## config.mk

```make
export PLATFORM = sky130hd
export DESIGN_NAME = clk_ratio_meter_flat
export DESIGN_NICKNAME = d
export VERILOG_FILES = /design/src/rtl/clk_ratio_meter_if.sv /design/src/rtl/clk_ratio_meter.sv /design/src/flat_wrapper.sv
export SDC_FILE = /design/constraint.sdc
export NUM_CORES = 1
export LEC_CHECK = 0
export BUFFER_PORTS_ARGS = -buffer_cell sky130_fd_sc_hd__buf_4
export CAP_MARGIN = 10
export CORE_MARGIN = 5
export CORE_UTILIZATION = 45
export CTS_CLUSTER_SIZE = 10
export DETAILED_ROUTE_END_ITERATION = 16
export PLACE_DENSITY = 0.75
export SYNTH_ARGS = -nofsm -noshare
export SYNTH_HDL_FRONTEND = slang
export SYNTH_SLANG_ARGS = --single-unit
```

## constraint.sdc

```tcl
create_clock -name ref_clk -period 2.4 [get_ports ref_clk]
set_clock_uncertainty 0.05 [all_clocks]
set_input_delay 0.72 -clock ref_clk [delete_from_list [all_inputs] [get_ports ref_clk]]
set_output_delay 0.72 -clock ref_clk [all_outputs]
set_load 0.01 [all_outputs]
```

## src/rtl/clk_ratio_meter_if.sv

```systemverilog
// Bundle of the signals between the divider-side driver and the ratio meter.
// The master drives the measurement controls and the divided clock. The slave
// (the meter) returns the measurement results and status flags.
interface clk_ratio_meter_if #(
  parameter int WIDTH = 8
);
  logic             meas_en;
  logic [WIDTH-1:0] exp_ratio;
  logic             div_clk;
  logic [WIDTH:0]   period;
  logic [WIDTH:0]   high_time;
  logic             valid;
  logic             match;
  logic             err;
  logic             timeout;
  logic             bypass;

  modport master (
    output meas_en, exp_ratio, div_clk,
    input  period, high_time, valid, match, err, timeout, bypass
  );

  modport slave (
    input  meas_en, exp_ratio, div_clk,
    output period, high_time, valid, match, err, timeout, bypass
  );
endinterface

```

## src/rtl/clk_ratio_meter.sv

```systemverilog
// Receive-side checker for the programmable clock divider.
// The divided clock is sampled as data in the reference clock domain. The meter
// measures its period and high time in reference cycles and compares both with
// the expected ratio. It flags mismatches and a lost clock (no rising edge
// before the period counter saturates). Ratios 0 and 1 mean the divider passes
// the reference clock through, so no check is made and bypass is reported.
module clk_ratio_meter #(
  parameter int WIDTH = 8
) (
  input logic              ref_clk,
  input logic              rst_n,
  clk_ratio_meter_if.slave bus
);

  typedef enum logic [1:0] {
    IDLE = 2'd0,
    ARM  = 2'd1,
    MEAS = 2'd2
  } state_t;

  localparam logic [WIDTH:0] CNT_MAX = '1;

  state_t           state;
  logic             div_q;
  logic [WIDTH:0]   cnt;
  logic [WIDTH:0]   hi;
  logic [WIDTH-1:0] ratio_q;

  logic             rise;
  logic             ratio_ok;
  logic             ratio_changed;
  logic [WIDTH:0]   ratio_ext;
  logic [WIDTH:0]   half_lo;
  logic [WIDTH:0]   half_hi;
  logic             meas_ok;
  logic [WIDTH:0]   cnt_inc;
  logic             cnt_sat;

  // Edge detector helpers, ratio decode, and the match rule for the running period.
  always_comb begin
    rise          = bus.div_clk & ~div_q;
    ratio_ok      = bus.exp_ratio > WIDTH'(1);
    ratio_changed = bus.exp_ratio != ratio_q;
    ratio_ext     = {1'b0, bus.exp_ratio};
    // Odd ratios may put the extra cycle in either half of the period.
    half_lo       = ratio_ext >> 1;
    half_hi       = (ratio_ext + 1'b1) >> 1;
    meas_ok       = (cnt == ratio_ext) && ((hi == half_lo) || (hi == half_hi));
    cnt_inc       = cnt + 1'b1;
    cnt_sat       = cnt_inc == CNT_MAX;
  end

  // One-cycle delayed copy of the divided clock, used for rising-edge detection.
  always_ff @(posedge ref_clk or negedge rst_n) begin
    if (!rst_n) begin
      div_q <= 1'b0;
    end else begin
      div_q <= bus.div_clk;
    end
  end

  // Measurement FSM with registered results and status flags.
  always_ff @(posedge ref_clk or negedge rst_n) begin
    if (!rst_n) begin
      state         <= IDLE;
      cnt           <= '0;
      hi            <= '0;
      ratio_q       <= '0;
      bus.period    <= '0;
      bus.high_time <= '0;
      bus.valid     <= 1'b0;
      bus.match     <= 1'b0;
      bus.err       <= 1'b0;
      bus.timeout   <= 1'b0;
      bus.bypass    <= 1'b0;
    end else begin
      bus.valid  <= 1'b0;
      bus.bypass <= ~ratio_ok;

      if (!bus.meas_en || !ratio_ok) begin
        // Disabling, or a pass-through ratio, wins over any edge seen this cycle.
        // Results and sticky flags are kept for software to read.
        state <= IDLE;
        cnt   <= '0;
        hi    <= '0;
      end else begin
        case (state)
          IDLE: begin
            // A fresh enable starts a new error-tracking window.
            state       <= ARM;
            cnt         <= '0;
            hi          <= '0;
            ratio_q     <= bus.exp_ratio;
            bus.err     <= 1'b0;
            bus.timeout <= 1'b0;
          end

          ARM: begin
            // Wait for the first rising edge. The partial period before it is unknown.
            ratio_q <= bus.exp_ratio;
            if (rise) begin
              state <= MEAS;
              cnt   <= {{WIDTH{1'b0}}, 1'b1};
              hi    <= {{WIDTH{1'b0}}, 1'b1};
            end else if (cnt_sat) begin
              bus.timeout <= 1'b1;
              bus.err     <= 1'b1;
              cnt         <= '0;
            end else begin
              cnt <= cnt_inc;
            end
          end

          MEAS: begin
            if (ratio_changed) begin
              // The running period straddles two ratios; drop it and re-arm.
              state   <= ARM;
              ratio_q <= bus.exp_ratio;
              cnt     <= '0;
              hi      <= '0;
            end else if (rise) begin
              bus.period    <= cnt;
              bus.high_time <= hi;
              bus.valid     <= 1'b1;
              bus.match     <= meas_ok;
              if (!meas_ok) begin
                bus.err <= 1'b1;
              end
              cnt <= {{WIDTH{1'b0}}, 1'b1};
              hi  <= {{WIDTH{1'b0}}, 1'b1};
            end else if (cnt_sat) begin
              // Clock stopped mid-period: report the loss and wait for it to return.
              state       <= ARM;
              bus.timeout <= 1'b1;
              bus.err     <= 1'b1;
              cnt         <= '0;
              hi          <= '0;
            end else begin
              cnt <= cnt_inc;
              hi  <= hi + (WIDTH + 1)'(bus.div_clk);
            end
          end

          default: begin
            state <= IDLE;
          end
        endcase
      end
    end
  end

endmodule

```

## src/flat_wrapper.sv

```systemverilog
// flat-port wrapper written by rule: the top's interface ports become plain ports
module clk_ratio_meter_flat 
#(
  parameter int WIDTH = 8
)
  (ref_clk, rst_n, bus_meas_en, bus_exp_ratio, bus_div_clk, bus_period, bus_high_time, bus_valid, bus_match, bus_err, bus_timeout, bus_bypass);
  clk_ratio_meter_if #(.WIDTH(WIDTH)) bus_i ();
  input logic ref_clk;
  input logic rst_n;
  input wire logic [$bits(bus_i.meas_en)-1:0] bus_meas_en;
  input wire logic [$bits(bus_i.exp_ratio)-1:0] bus_exp_ratio;
  input wire logic [$bits(bus_i.div_clk)-1:0] bus_div_clk;
  output wire logic [$bits(bus_i.period)-1:0] bus_period;
  output wire logic [$bits(bus_i.high_time)-1:0] bus_high_time;
  output wire logic [$bits(bus_i.valid)-1:0] bus_valid;
  output wire logic [$bits(bus_i.match)-1:0] bus_match;
  output wire logic [$bits(bus_i.err)-1:0] bus_err;
  output wire logic [$bits(bus_i.timeout)-1:0] bus_timeout;
  output wire logic [$bits(bus_i.bypass)-1:0] bus_bypass;
  assign bus_i.meas_en = bus_meas_en;
  assign bus_i.exp_ratio = bus_exp_ratio;
  assign bus_i.div_clk = bus_div_clk;
  assign bus_period = bus_i.period;
  assign bus_high_time = bus_i.high_time;
  assign bus_valid = bus_i.valid;
  assign bus_match = bus_i.match;
  assign bus_err = bus_i.err;
  assign bus_timeout = bus_i.timeout;
  assign bus_bypass = bus_i.bypass;
  clk_ratio_meter #(.WIDTH(WIDTH)) u_core (.ref_clk(ref_clk), .rst_n(rst_n), .bus(bus_i));
endmodule
```

After elaboration in Yosys (flattened, before gate mapping)
Cells that the tools add are included.
Widths: inputs -> output; s select.
- flip-flop bits (word level): 52
- input bits: 12
- output and inout port bits: 23
- add/subtract/negate cells: 3
- order comparisons: 1
- equality and inequality tests: 14
- multiplexer cells: 33
- bitwise logic cells: 5
- reductions and logical operators: 16
- operators with widths (operator ; number):
    $mux 9 ; 9
    $pmux 9 s3 ; 2
    $eq 9x8->1 ; 2
    $pmux 8 s2 ; 1
    $mux 1 ; 12
    $mux 2 ; 5
    $add 8x1->9 const B ; 1
    $add 9x1->9 ; 1
    $add 9x1->9 const B ; 1
    $eq 9x7->1 ; 1
    $eq 9x9->1 const B ; 1
    $reduce_and 3->1 ; 3
    $gt 8x1->1 const B ; 1
    $mux 8 ; 1
    $ne 8x8->1 ; 1
    $pmux 1 s3 ; 2
    $pmux 2 s3 ; 1
    $reduce_and 5->1 ; 1
    $ne 2x2->1 const B ; 2
    $ne 4x1->1 const B ; 1
    $ne 4x4->1 const B ; 1
    $not 1->1 ; 4
    $reduce_and 4->1 ; 1
    $reduce_bool 4->1 ; 1
    other kinds (14) ; 16

Logic depth before layout (Yosys ltp)
- depth in word-level cells: 8
- mapped depth: 11
- gate-level depth less buffers: 9

Worst setup path before layout
No wires, ideal clock.
- kind: input to register
- start point: in bus_exp_ratio[0]
- end point: reg u_core.hi[3]
- data arrival time: 2.519 ns
- required time: 2.255 ns
- slack: -0.264 ns
- stages: 9
- path through: buf_2 -> inv_1 -> ha_1 -> or2_0 -> a31oi_1 -> and3_1 -> o311ai_4 -> or2_1 -> o31ai_1
- cells in the longest elaborated chain, start to end: 5
- elaborated cells between the ends (all ways): 10
- RTL lines (element ; RTL line ; RTL):
    start: declaration ; flat_wrapper.sv:11 ; input wire logic [$bits(bus_i.exp_ratio)-1:0] bus_exp_ratio;
    $gt 8x1->1 ; clk_ratio_meter.sv:42 ; ratio_ok = bus.exp_ratio > WIDTH'(1);
    $logic_not 1->1 ; clk_ratio_meter.sv:80 ; if (!bus.meas_en || !ratio_ok) begin
    $logic_or 1x1->1 ; clk_ratio_meter.sv:80 ;
    $ne 3x1->1 (no source line) or $reduce_bool 4->1 (tied branches) ; -- ;
    $reduce_and 2->1 (no source line) ; -- ;
    end signal: assignment ; clk_ratio_meter.sv:104 ; hi <= {{WIDTH{1'b0}}, 1'b1};
    end signal: assignment ; clk_ratio_meter.sv:130 ; hi <= {{WIDTH{1'b0}}, 1'b1};
    end signal: assignment ; clk_ratio_meter.sv:140 ; hi <= hi + (WIDTH + 1)'(bus.div_clk);
    end: declaration ; clk_ratio_meter.sv:26 ; logic [WIDTH:0] hi;
Parallel ways exist; a longest one is shown, timed or not.
A chain may end at the register's enable or synchronous reset.

Final worst setup path
- start point: in bus_exp_ratio[0]
- end point: reg u_core.cnt[6]
- cells in the longest elaborated chain, start to end: 4
- elaborated cells between the ends (all ways): 8
- RTL lines (element ; RTL line ; RTL):
    $gt 8x1->1 or $ne 8x8->1 (tied branches) ; clk_ratio_meter.sv:42, clk_ratio_meter.sv:43 ;
    $logic_not 1->1 or $mux 9 (tied branches) ; clk_ratio_meter.sv:80, clk_ratio_meter.sv:115 ;
    $logic_or 1x1->1 or $pmux 9 s3 (tied branches) ; clk_ratio_meter.sv:80, clk_ratio_meter.sv:87 ;
    $reduce_bool 4->1 (no source line) or $mux 9 (tied branches) ; -- ;
    end signal: assignment ; clk_ratio_meter.sv:103 ; cnt <= {{WIDTH{1'b0}}, 1'b1};
    end signal: assignment ; clk_ratio_meter.sv:110 ; cnt <= cnt_inc;
    end signal: assignment ; clk_ratio_meter.sv:129 ; cnt <= {{WIDTH{1'b0}}, 1'b1};
    end: declaration ; clk_ratio_meter.sv:25 ; logic [WIDTH:0] cnt;
Parallel ways exist; a longest one is shown, timed or not.

==> impl_metrics.csv <==
group,metric,value,unit
outcome,status,"finished, final reports clean",
final_layout,fill_cells,600,
worst_setup_path,worstSetupPathType,"in -> reg",
route,drtIter0Drc,98,
route,avgRoutedWirePerCell,16.26,um
floorplan,initial_core_util,46.65,%
floorplan,die_y,94.39,um
clocking,cts_root_buffer,"clkbuf_8",
clocking,clockBufferDepth,2,
global_routing,grt_pass1_wl,12720,um
route,wl,7773,um
timing,min_period,2.319,ns
final_layout,final_cell_mix,"buf_4 (74), dfrtp_1 (50), o21ai_0 (29), nand2_1 (18), mux2_2 (17)",
synth,synth_cells,320,
place,place.detailed.hpwl,5770,um
synth,syn_area_per_cell,10.01,um^2
place,placed_cell_area,3847,um^2
clocking,clk_latency,0.31,ns
clocking,cts_tree,"yes",
final_layout,drive_gt1_share,36.13,%
timing,finalSetupViolCount,0,
clocking,cts.htree.levels,2,
worst_setup_path,cp.required,2.56,ns
final_layout,syn2layout_area_growth,24.52,%
route,via_per_inst,5.454,
power_and_ir_drop,finalPower,0.001809,W
final_layout,nets,404,
flow_run,maxCapViolations,0,
timing,clock.fmax,0.4313,GHz
global_routing,track_usage,18.04,%
power_and_ir_drop,pwr-share-seq,51.1,%
place,place_congestion,0.8852,
final_layout,final_common_cell,"buf_4",
place,port-buffer-count,34,
power_and_ir_drop,power_switching,0.0005253,W
clocking,clock_sinks,52,
floorplan,core.rowCount,30,
timing,relSlewSlack,55.80,%
floorplan,io_pins,35,
floorplan,fp.coreArea,6869,um^2
synth,synthFlopType,"dfrtp_1",
worst_setup_path,crit_path_start_kind,"primary input",
power_and_ir_drop,intPower,0.001283,W
synth,synth.distinct_cells,59,
route,first_pass_iters,4,
timing,drv_slew,0,
synth,ys_ff_latch,52,
synth,syn_area,3204,um^2
place,numPlacedInstances,467,
power_and_ir_drop,combPwrFrac,20.5,%
clocking,cts_hold_buf,0,
synth,ys_warn_count,0,
global_routing,overflow,0,
route,drc,0,
power_and_ir_drop,swShare,29.04,%
synth,synth_sequential_area_ratio,40.61,%
power_and_ir_drop,clockPowerShare,28.4,%
worst_setup_path,arrival,2.47,ns
route,vias,2607,
final_layout,final_cell_area,3990,um^2
global_routing,antenna_found_initial,0,
route,antenna_left,0,
worst_setup_path,cp-end-kind,"flip-flop",
synth,synth-edff-count,0,
final_layout,antenna_cells,0,
synth,async_flop_share,100.0,%
synth,synth_fp_nets,343,
floorplan,dieArea,8909,um^2
power_and_ir_drop,power_density,453.3,nW/um^2
timing,hold_slack,0.3846,ns
final_layout,fin_cells,478,
timing,finalHoldViolations,0,
worst_setup_path,crit_fanout,10,
clocking,clk_pin_slew,0.10,ns
global_routing,grt_pass1_vias,2659,
timing,post-route-period-util,96.61,%
power_and_ir_drop,leakage,1.867,nW
clocking,cts_buffers,5,
power_and_ir_drop,ir_drop,0.2516,mV
floorplan,die_w,94.39,um
worst_hold_path,hold_path_class,"in -> async",
global_routing,grt_max_degree,53,
timing,worstMarginPinSlew,0.6630,ns
[final timing paths]
check | start | to | slack [ns] | cells past startpoint
worst min-delay path | rst_n | u_core.bus.err | 0.38 | 1
worst min register to register | u_core.bus.period[8] | u_core.bus.period[8] | 0.44 | 2
min in group ref_clk | u_core.bus.period[8] | u_core.bus.period[8] | 0.44 | 2
worst max-delay path | bus_exp_ratio[0] | u_core.cnt[6] | 0.08 | 10
worst max register to register | u_core.cnt[0] | u_core.cnt[2] | 0.17 | 10
max in group asynchronous | rst_n | u_core.cnt[0] | 1.43 | 1
[registers in the layout, summed over array words and instances, names as in the netlist]
signal and cells:
u_core.div_q 1, u_core.state 2, u_core.bus.timeout 1, u_core.bus.bypass 1
u_core.hi 9, u_core.bus.high_time 9, u_core.bus.match 1, u_core.bus.period 9
u_core.ratio_q 8, u_core.cnt 9, u_core.bus.err 1, u_core.bus.valid 1
[synthesized netlist by cell type, types with 4 or more instances]
| cell type | number | area share, % |
|---|---|---|
| ha_1 | 11 | 4.3 |
| nand2_1 | 18 | 2.1 |
| nor2_1 | 16 | 1.9 |
| nand2b_1 | 7 | 1.4 |
| nand4_1 | 5 | 0.98 |
| nor4_1 | 4 | 0.78 |
| nand3_1 | 8 | 1.2 |
| a21oi_1 | 8 | 1.2 |
| buf_2 | 13 | 2.0 |
| inv_1 | 12 | 1.4 |
| o31ai_1 | 4 | 0.94 |
| xor2_1 | 15 | 4.1 |
| and3_1 | 8 | 1.6 |
| buf_4 | 4 | 0.94 |
| o21ai_0 | 30 | 4.7 |
| dfrtp_1 | 52 | 41 |
| mux2_2 | 25 | 8.8 |
| xnor2_1 | 16 | 4.4 |
| nor3_1 | 9 | 1.4 |
[through the flow]
step / util, % / setup WS (ns) / setup TNS (ns)
3_5_place_dp: 56.01 / -0.3641 / -4.852
3_3_place_gp: 56.01 / -0.2390 / -3.604
5_1_grt: 58.09 / -0.002465 / -0.002838
4_1_cts: 57.30 / 0.06073 / 0
6_report: 58.09 / 0.08141 / 0
2_1_floorplan: - / -0.08487 / -0.7136
[kinds of logic after synthesis]
logic type / count (synthesis) / synth area share, %
simple gates: 94 / 16.17
mux: 26 / 9.137
buf+inv: 35 / 5.583
fa+ha+maj: 11 / 4.295
flops: 52 / 40.61
xor+xnor: 32 / 8.981
compound gates: 70 / 15.23
[final cells by class]
class / instances / area, um^2 / area share [%]
timing repair buffer: 77 / 615.6 / 15.43
inverter: 12 / 45.04 / 1.129
clock buffer: 6 / 72.57 / 1.819
multi-input combinational: 233 / 1817 / 45.53
tap: 96 / 120.1 / 3.010
sequential: 52 / 1304 / 32.67
clock inverter: 2 / 16.27 / 0.4077
[critical path, cell delays in order]
cell      delay (ns)
buf_4           0.14
inv_2           0.04
ha_1            0.18
or2_1           0.26
a31oi_4         0.24
and3_4          0.25
o311ai_1        0.10
buf_4           0.19
buf_4           0.13
o41ai_1         0.22
[what timing repair did]
| action | in CTS | in global routing |
|---|---|---|
| endpoints found under the setup margin | 1 | 10 |
| resized for setup | 1 | 8 |
| buffers inserted | 0 | 3 |
| pin swaps | 0 | 1 |
| gates cloned | 0 | 0 |
[layer usage]
layer | share of wire (%) | global-route usage [%] | vias to the layer above
li1 | - | - | 1253
met1 | 44 | 22.96 | 1294
met2 | 51 | 31.80 | 52
met3 | 4.0 | 3.108 | 8
met4 | 0.98 | 4.452 | 0
met5 | 0 | 0 | -
[power by group through the flow]
| stage | Sequential (W) | Clock [W] | Combinational, W |
|---|---|---|---|
| after floorplan | 0.000935 | 0 | 0.000228 |
| final | 0.000924 | 0.000514 | 0.000371 |
| after CTS | 0.000923 | 0.000527 | 0.000362 |
| after global placement | 0.000938 | 0 | 0.000352 |
| after global routing | 0.000927 | 0.000571 | 0.000406 |
| after detailed placement | 0.000940 | 0 | 0.000359 |
Power figures use the tool's default switching activity.
